--- config.mk ---
export PLATFORM = sky130hd
export DESIGN_NAME = shift_chain_loader
export DESIGN_NICKNAME = d
export VERILOG_FILES = /design/src/rtl/shift_chain_loader.sv
export SDC_FILE = /design/constraint.sdc
export NUM_CORES = 1
export LEC_CHECK = 0
export CAP_MARGIN = 30
export CORE_MARGIN = 2
export CORE_UTILIZATION = 40
export DETAILED_ROUTE_END_ITERATION = 7
export PLACE_DENSITY = 0.75
export SETUP_SLACK_MARGIN = 0.05
export SLEW_MARGIN = 10
export SYNTH_ARGS = -nofsm -noshare
export SYNTH_HDL_FRONTEND = slang
export SYNTH_SLANG_ARGS = --single-unit
export TNS_END_PERCENT = 50
--- constraint.sdc ---
create_clock -name clk -period 1.9 [get_ports clk]
set_clock_uncertainty 0.05 [all_clocks]
set_input_delay 0.19 -clock clk [delete_from_list [all_inputs] [get_ports clk]]
set_output_delay 0.19 -clock clk [all_outputs]
set_load 0.02 [all_outputs]
--- src/rtl/shift_chain_loader.sv ---
// shift_chain_loader
// -----------------------------------------------------------------------------
// Upstream driver for a shift chain whose `push` input acts as its shift clock.
// A parallel word is accepted over a valid/ready handshake. It is then
// serialised MSB-first onto d_out. Each bit gets one clean, clk-synchronous
// push pulse. d_out is stable SETUP_CYC cycles before every rising edge of
// push. It stays stable while push is high and for LOW_CYC cycles after push
// falls. After BITS pushes, the chain holds the accepted word.
//
// Ports
//   clk       system clock
//   rst       asynchronous, active-low reset
//   in_valid  in_data is valid
//   in_data   parallel word to load into the chain (BITS wide)
//   in_ready  block can accept a word (high only in IDLE)
//   push      shift strobe to the chain (acts as its clock)
//   d_out     serial data to the chain's data input
//   busy      transfer in progress (SETUP/PULSE/LOW/DONE)
//   done      one-cycle pulse after the last push has completed
// -----------------------------------------------------------------------------
module shift_chain_loader #(
    parameter int BITS      = 8,
    parameter int SETUP_CYC = 1,
    parameter int HIGH_CYC  = 1,
    parameter int LOW_CYC   = 1
) (
    input  logic            clk,
    input  logic            rst,
    input  logic            in_valid,
    input  logic [BITS-1:0] in_data,
    output logic            in_ready,
    output logic            push,
    output logic            d_out,
    output logic            busy,
    output logic            done
);

    // A zero or negative width or phase length has no meaning.
    // Refuse to elaborate such a configuration.
    generate
        if (BITS < 1 || SETUP_CYC < 1 || HIGH_CYC < 1 || LOW_CYC < 1) begin : g_bad_params
            $error("shift_chain_loader: BITS, SETUP_CYC, HIGH_CYC and LOW_CYC must all be >= 1");
        end
    endgenerate

    localparam int PH_MAX = (SETUP_CYC > HIGH_CYC) ?
                            ((SETUP_CYC > LOW_CYC) ? SETUP_CYC : LOW_CYC) :
                            ((HIGH_CYC  > LOW_CYC) ? HIGH_CYC  : LOW_CYC);
    localparam int PH_W = (PH_MAX > 1) ? $clog2(PH_MAX) : 1;
    localparam int BC_W = (BITS > 1) ? $clog2(BITS) : 1;

    localparam logic [PH_W-1:0] S_LAST  = PH_W'(SETUP_CYC - 1);
    localparam logic [PH_W-1:0] H_LAST  = PH_W'(HIGH_CYC - 1);
    localparam logic [PH_W-1:0] L_LAST  = PH_W'(LOW_CYC - 1);
    localparam logic [BC_W-1:0] BC_LAST = BC_W'(BITS - 1);

    typedef enum logic [2:0] {
        IDLE  = 3'd0,
        SETUP = 3'd1,
        PULSE = 3'd2,
        LOW   = 3'd3,
        DONE  = 3'd4
    } state_t;

    state_t            state_reg, state_next;
    logic [BITS-1:0]   sreg_reg,  sreg_next;
    logic [BC_W-1:0]   bc_reg,    bc_next;
    logic [PH_W-1:0]   ph_reg,    ph_next;
    logic              push_reg,  push_next;
    logic              busy_reg,  busy_next;
    logic              done_reg,  done_next;
    logic              ready_reg, ready_next;

    // sreg shifted left by one. Its MSB is the next bit to present.
    logic [BITS-1:0]   sreg_shifted;

    genvar gi;
    generate
        for (gi = 0; gi < BITS; gi++) begin : g_shift
            if (gi == 0) begin : g_lsb
                assign sreg_shifted[gi] = 1'b0;
            end else begin : g_upper
                assign sreg_shifted[gi] = sreg_reg[gi-1];
            end
        end
    endgenerate

    // State register. push is cleared asynchronously by rst, so the chain
    // never sees a stray edge during reset.
    always_ff @(posedge clk or negedge rst) begin
        if (!rst) begin
            state_reg <= IDLE;
            sreg_reg  <= '0;
            bc_reg    <= '0;
            ph_reg    <= '0;
            push_reg  <= 1'b0;
            busy_reg  <= 1'b0;
            done_reg  <= 1'b0;
            ready_reg <= 1'b1;
        end else begin
            state_reg <= state_next;
            sreg_reg  <= sreg_next;
            bc_reg    <= bc_next;
            ph_reg    <= ph_next;
            push_reg  <= push_next;
            busy_reg  <= busy_next;
            done_reg  <= done_next;
            ready_reg <= ready_next;
        end
    end

    // Next-state logic. Every output is the registered copy of a *_next value.
    // This keeps push and d_out glitch-free.
    always_comb begin
        state_next = state_reg;
        sreg_next  = sreg_reg;
        bc_next    = bc_reg;
        ph_next    = ph_reg;
        push_next  = push_reg;
        busy_next  = busy_reg;
        done_next  = done_reg;
        ready_next = ready_reg;

        case (state_reg)
            IDLE: begin
                if (in_valid && ready_reg) begin
                    sreg_next  = in_data;
                    bc_next    = '0;
                    ph_next    = '0;
                    busy_next  = 1'b1;
                    ready_next = 1'b0;
                    state_next = SETUP;
                end
            end

            SETUP: begin
                if (ph_reg == S_LAST) begin
                    ph_next    = '0;
                    push_next  = 1'b1;
                    state_next = PULSE;
                end else begin
                    ph_next = ph_reg + PH_W'(1);
                end
            end

            PULSE: begin
                if (ph_reg == H_LAST) begin
                    ph_next    = '0;
                    push_next  = 1'b0;
                    state_next = LOW;
                end else begin
                    ph_next = ph_reg + PH_W'(1);
                end
            end

            LOW: begin
                if (ph_reg == L_LAST) begin
                    ph_next = '0;
                    if (bc_reg == BC_LAST) begin
                        // Leave sreg unshifted, so d_out keeps the last bit in IDLE.
                        done_next  = 1'b1;
                        state_next = DONE;
                    end else begin
                        sreg_next  = sreg_shifted;
                        bc_next    = bc_reg + BC_W'(1);
                        state_next = SETUP;
                    end
                end else begin
                    ph_next = ph_reg + PH_W'(1);
                end
            end

            DONE: begin
                done_next  = 1'b0;
                busy_next  = 1'b0;
                ready_next = 1'b1;
                state_next = IDLE;
            end

            default: begin
                state_next = IDLE;
                push_next  = 1'b0;
                busy_next  = 1'b0;
                done_next  = 1'b0;
                ready_next = 1'b1;
            end
        endcase
    end

    // d_out is the MSB of the shift register itself. It is already a flop
    // output, loaded with in_data[BITS-1] on accept.
    assign d_out    = sreg_reg[BITS-1];
    assign push     = push_reg;
    assign busy     = busy_reg;
    assign done     = done_reg;
    assign in_ready = ready_reg;

endmodule

# Word-level counts from Yosys, hierarchy flattened
# Index checks and enable logic that the tools add are counted.
op_classes:
  n_reduce_logical: 13
  addsub: 2
  n_mux: 26
  n_eq_ne: 11
  n_bitwise: 3
op_table:
  columns: ["op", "count"]
  rows:
  - ["3-bit 2-to-1 mux", 8]
  - ["8-bit 2-to-1 mux", 3]
  - ["8-bit one-hot mux with 2 select lines", 1]
  - ["2-bit != test, second input constant", 6]
  - ["3-bit one-hot mux with 4 select lines", 1]
  - ["3-bit OR reduction", 3]
  - ["1-bit one-hot mux with 2 select lines", 4]
  - ["4-bit AND reduction", 2]
  - ["1-bit 2-to-1 mux", 7]
  - ["3-bit by 2-bit equality test with 1-bit output, second input constant", 2]
  - ["3-bit equality test, second input constant", 2]
  - ["3-bit one-hot mux with 2 select lines", 1]
  - ["3-bit AND reduction", 2]
  - ["2-bit AND reduction", 2]
  - ["2-bit nonzero test", 2]
  - ["3-bit by 1-bit adder with 3-bit output, second input constant", 1]
  - ["3-bit by 1-bit equality test with 1-bit output, second input constant", 1]
  - ["3-bit logical NOT", 1]
  - ["1-bit inverter", 3]
  - ["1-bit one-hot mux with 3 select lines", 1]
  - ["1-bit adder, second input constant", 1]
  - ["1-bit logical AND", 1]
word_totals:
  elab_cells: 63
  ff_bits: 19
  output_inout_bits: 5
  input_bits: 11

# Longest topological paths before layout
# Gate-level depths: netlist of the first run.
logic_depth:
  word_depth: 4
  mapped_depth: 6

# Worst setup path after synthesis of the first run
# Ideal clock, no wire load.
synth_path:
  path_type: "register -> register"
  from: "reg bc_reg[0]"
  to: "reg sreg_reg[2]"
  arrival_time_ns: 1.601
  path_stages_with_launch: 7
  path_slack_ns: 0.124
  synth_period_minus_slack_ns: 1.776
  path_cell_list: "dfrtp_1 -> ha_1 -> ha_1 -> nand3b_1 -> a21oi_2 -> buf_6 -> mux2_2"
synth_via:
  elab_chain_len: 3
synth_rtl:
  columns: ["item", "line", "rtl"]
  rows:
  - ["from (decl)", "67", "logic [BC_W-1:0] bc_reg, bc_next;"]
  - ["from (signal assigned)", "103", "bc_reg <= bc_next;"]
  - ["3-bit equality test", "159", "if (bc_reg == BC_LAST) begin"]
  - ["2-bit != test (no line)", null, null]
  - ["4-bit AND reduction (no line)", null, null]
  - ["to (signal assigned)", "102", "sreg_reg <= sreg_next;"]
  - ["to (decl)", "66", "logic [BITS-1:0] sreg_reg, sreg_next;"]
# No other way between the ends.
# A chain may end at the register's enable or synchronous reset.

# Worst setup path in the final report of the first run
layout_path:
  from: "reg bc_reg[1]"
  to: "reg sreg_reg[4]"
# The elaborated chain is that of the path after synthesis.

==> results of run 1 <==
cell families after synthesis:
group,count (synthesis),synth area share
mux,18,0.255
flops,18,0.482
simple gates,16,0.0961
buf+inv,11,0.0801
compound gates,6,0.0507
fa+ha+maj,2,0.0267
xor+xnor,1,0.00935
per-stage QoR:
step / setup slack, ns / utilization
global route: 0.0428 / 0.547
finish: 0.0814 / 0.547
detailed placement: 0.0738 / 0.499
CTS: 0.0607 / 0.511
floorplan: 0.124 / -
global placement: 0.129 / 0.499
power by group through the flow:
stage               clock network [mW]  registers, mW  logic [mW]
CTS                              0.208          0.383      0.0419
global placement                     0          0.390      0.0406
detailed placement                   0          0.390      0.0421
floorplan                            0          0.390      0.0108
finish                           0.203          0.383      0.0421
global route                     0.217          0.383      0.0463
worst max-delay path, delay by kind of cell (launching register included):
family,cells,cell delay (ns)
fa+ha+maj,2,0.35
compound gates,1,0.24
mux,1,0.29
buf+inv,1,0.19
flops,1,0.40
simple gates,1,0.20
cells in the final DEF (no fill, tap or decap):
master,count
nand3b_1,1
mux2i_1,1
a32o_1,1
a2bb2oi_1,1
ha_2,2
a21oi_4,1
nor2_1,8
xnor2_1,1
dfrtp_1,17
buf_4,5
mux2_2,2
nand2_1,4
nand3b_4,1
clkdlybuf4s50_1,15
a21oi_1,1
nand4bb_1,1
buf_12,1
a21o_2,1
a31oi_1,1
clkbuf_4,3
clkbuf_1,1
inv_1,6
dfstp_2,1
mux2_4,15
nand2b_1,1
clkbuf_16,1
worst paths after layout:
kind	end	from	depth (start not counted)
worst max-delay path	sreg_reg[4]$_DFFE_PN0P_	bc_reg[1]$_DFFE_PN0P_	6
worst min-delay path	sreg_reg[1]$_DFFE_PN0P_	rst	1
worst max register to register	sreg_reg[4]$_DFFE_PN0P_	bc_reg[1]$_DFFE_PN0P_	6
worst min register to register	done$_DFFE_PN0P_	done$_DFFE_PN0P_	2
max in group asynchronous	bc_reg[0]$_DFFE_PN0P_	rst	2
min in group clk	sreg_reg[0]$_DFFE_PN0P_	in_data[0]	3
cell type report:
| cell class | count | area (um2) | share of cell area |
|---|---|---|---|
| clock buffers | 4 | 26.3 | 0.0217 |
| inverters | 6 | 22.5 | 0.0186 |
| well taps | 28 | 35.0 | 0.0290 |
| repair buffers | 22 | 233 | 0.192 |
| flip-flops and latches | 18 | 452 | 0.373 |
| multi-input cells | 43 | 442 | 0.365 |
per-layer routing:
layer,up-vias,track usage,wire (um)
li1,282,-,-
met1,278,0.156,779
met2,9,0.206,861
met3,5,0.0171,34
met4,0,0.0769,39
met5,-,0,0
repair_timing:
action                                  in CTS  in global routing
setup buffers                                0                  3
endpoints found under the hold margin        0                  0
endpoints found under the setup margin       0                 10
resized for setup                            0                  8
==> impl_metrics.ini, run 1 <==
[clock_tree]
numClockSinks = 18
htree_num_levels = 1
cts_buffer_depth = 2
tritoncts = yes
clk_transition_reported_paths_ns = 0.11
clk_root_buffer_cell = clkbuf_4
cts_hold_buffers = 0
numCtsBuffers = 3
insertion_delay_ns = 0.30

[power]
clk_network_pwr_share = 0.323
power.internal_uw = 493
seqPwrFrac = 0.610
p_sw_uw = 135
vdd_ir_drop_max_mv = 0.454
power_density_mw_per_mm2 = 519
totalPowerFinal_uw = 628
swShare = 0.215
leakage_power_figure_nw = 0.602
share_of_total_power_in_combinational_logic = 0.067

[critical_path]
worst_ep_arrival_time_ns = 1.97
cp-end-kind = flop
crit_path_max_fanout = 5
critical-path-top-cell-by-count = ha_2
setup.worst_path.start_class = flop
critical-path-slowest-cell = dfrtp_1
critPathKind = flop to flop
slowest_delay_ns = 0.40
reg2reg_setup_slack_ns = 0.08
critical_path.cell_chain = ha_2 -> ha_2 -> nand3b_1 -> a21oi_4 -> clkbuf_16 -> mux2_4
timing.critical_path.required_ns = 2.05

[logic_synthesis]
post_synth_instance_area_um2 = 937
synth_top_area_cells = dfrtp_1, mux2_4, buf_6
seq_area_frac_synth = 0.482
ys_seq_elements = 18
postSynthCellCount = 72
synth-main-ff-cell = dfrtp_1
synth_cell_count_leaders = dfrtp_1, mux2_4, nor2_1
synth_enable_flop_cells = 0
avgSynthCellArea_um2 = 13.0
synth.distinct_cells = 23
netlist.area_leader.share = 0.454
yosys_warnings = 0
post-synth-top-count-cell = dfrtp_1
synth_nets = 85
ys_async_sr_fraction = 1.00
synth_largest_area_cell = dfrtp_1

[placed_design]
portBuffers = 15
placed_area_mm2 = 0.00110
place_inst = 113
dpl.hpwl_mm = 1.06
gp_congestion = 0.663

[run_status]
run_status = finished, final reports clean

[final_layout]
post_route_cells_drive_above_1_share = 0.355
synthToLayoutAreaGrowth_pct = 29.1
layout.nets = 107
post-route-cell-area_mm2 = 0.00121
layoutNonFillerInstCount = 121
largest_register_ffs = 8
antenna_cells = 0
layout.filler_cells = 209

[detailed_routing]
drtAntennaViolNets = 0
detailedRoute.firstIterationViolations = 3
dr.pass1.iters = 3
dr_vias_cell = 4.74
post-route-drc-count = 0
vias_post_dr = 574
wl_per_instance_um = 14.2
totalWireLength_mm = 1.71

[floorplanning]
initial_core_util = 0.424
core_area_mm2 = 0.00221
fp.dieW_um = 52.4
die_h_um = 52.4
std_cell_rows = 17
design.portCount = 16
floorplan.die_area_mm2 = 0.00275

[sta]
fin_crit_ns = 1.82
worst-slew-pin-transition_ns = 0.509
rsz0062_at_grt = true
final_report_hold_violation_count = 0
final_slew_viol_count = 0
timing.slew.headroom = 0.659
number_of_failing_setup_endpoints_in_the_final_timing_report = 0
setup_total_negative_slack_ns = 0
final_cycle_share = 0.957
timing.hold.ws_ns = 0.163
clock.fmax_mhz = 550

[min_path]
worst_hold_path_type = input pin to async pin

[global_route]
grt_usage = 0.126
grt_antenna_before_repair = 0
grt_pass1_wl_mm = 2.46
vias_in_the_first_global_route = 553
maximum_number_of_pins_on_one_net_before_global_route_repair = 13
grt_overflow_total = 0

[job]
maximum_capacitance_violations = 0
No activity file was read; power rests on OpenSTA's default activity.
==> inputs of run 2 (changes only) <==
--- a/config.mk
+++ b/config.mk
@@ -5,9 +5,11 @@
 export SDC_FILE = /design/constraint.sdc
 export NUM_CORES = 1
 export LEC_CHECK = 0
+export ABC_CLOCK_PERIOD_IN_PS = 1900
 export CAP_MARGIN = 30
 export CORE_MARGIN = 2
 export CORE_UTILIZATION = 40
+export CTS_CLUSTER_SIZE = 25
 export DETAILED_ROUTE_END_ITERATION = 7
 export PLACE_DENSITY = 0.75
 export SETUP_SLACK_MARGIN = 0.05
==> results of run 2 <==
Final layout, timing and power as in run 1 (identical DEF).
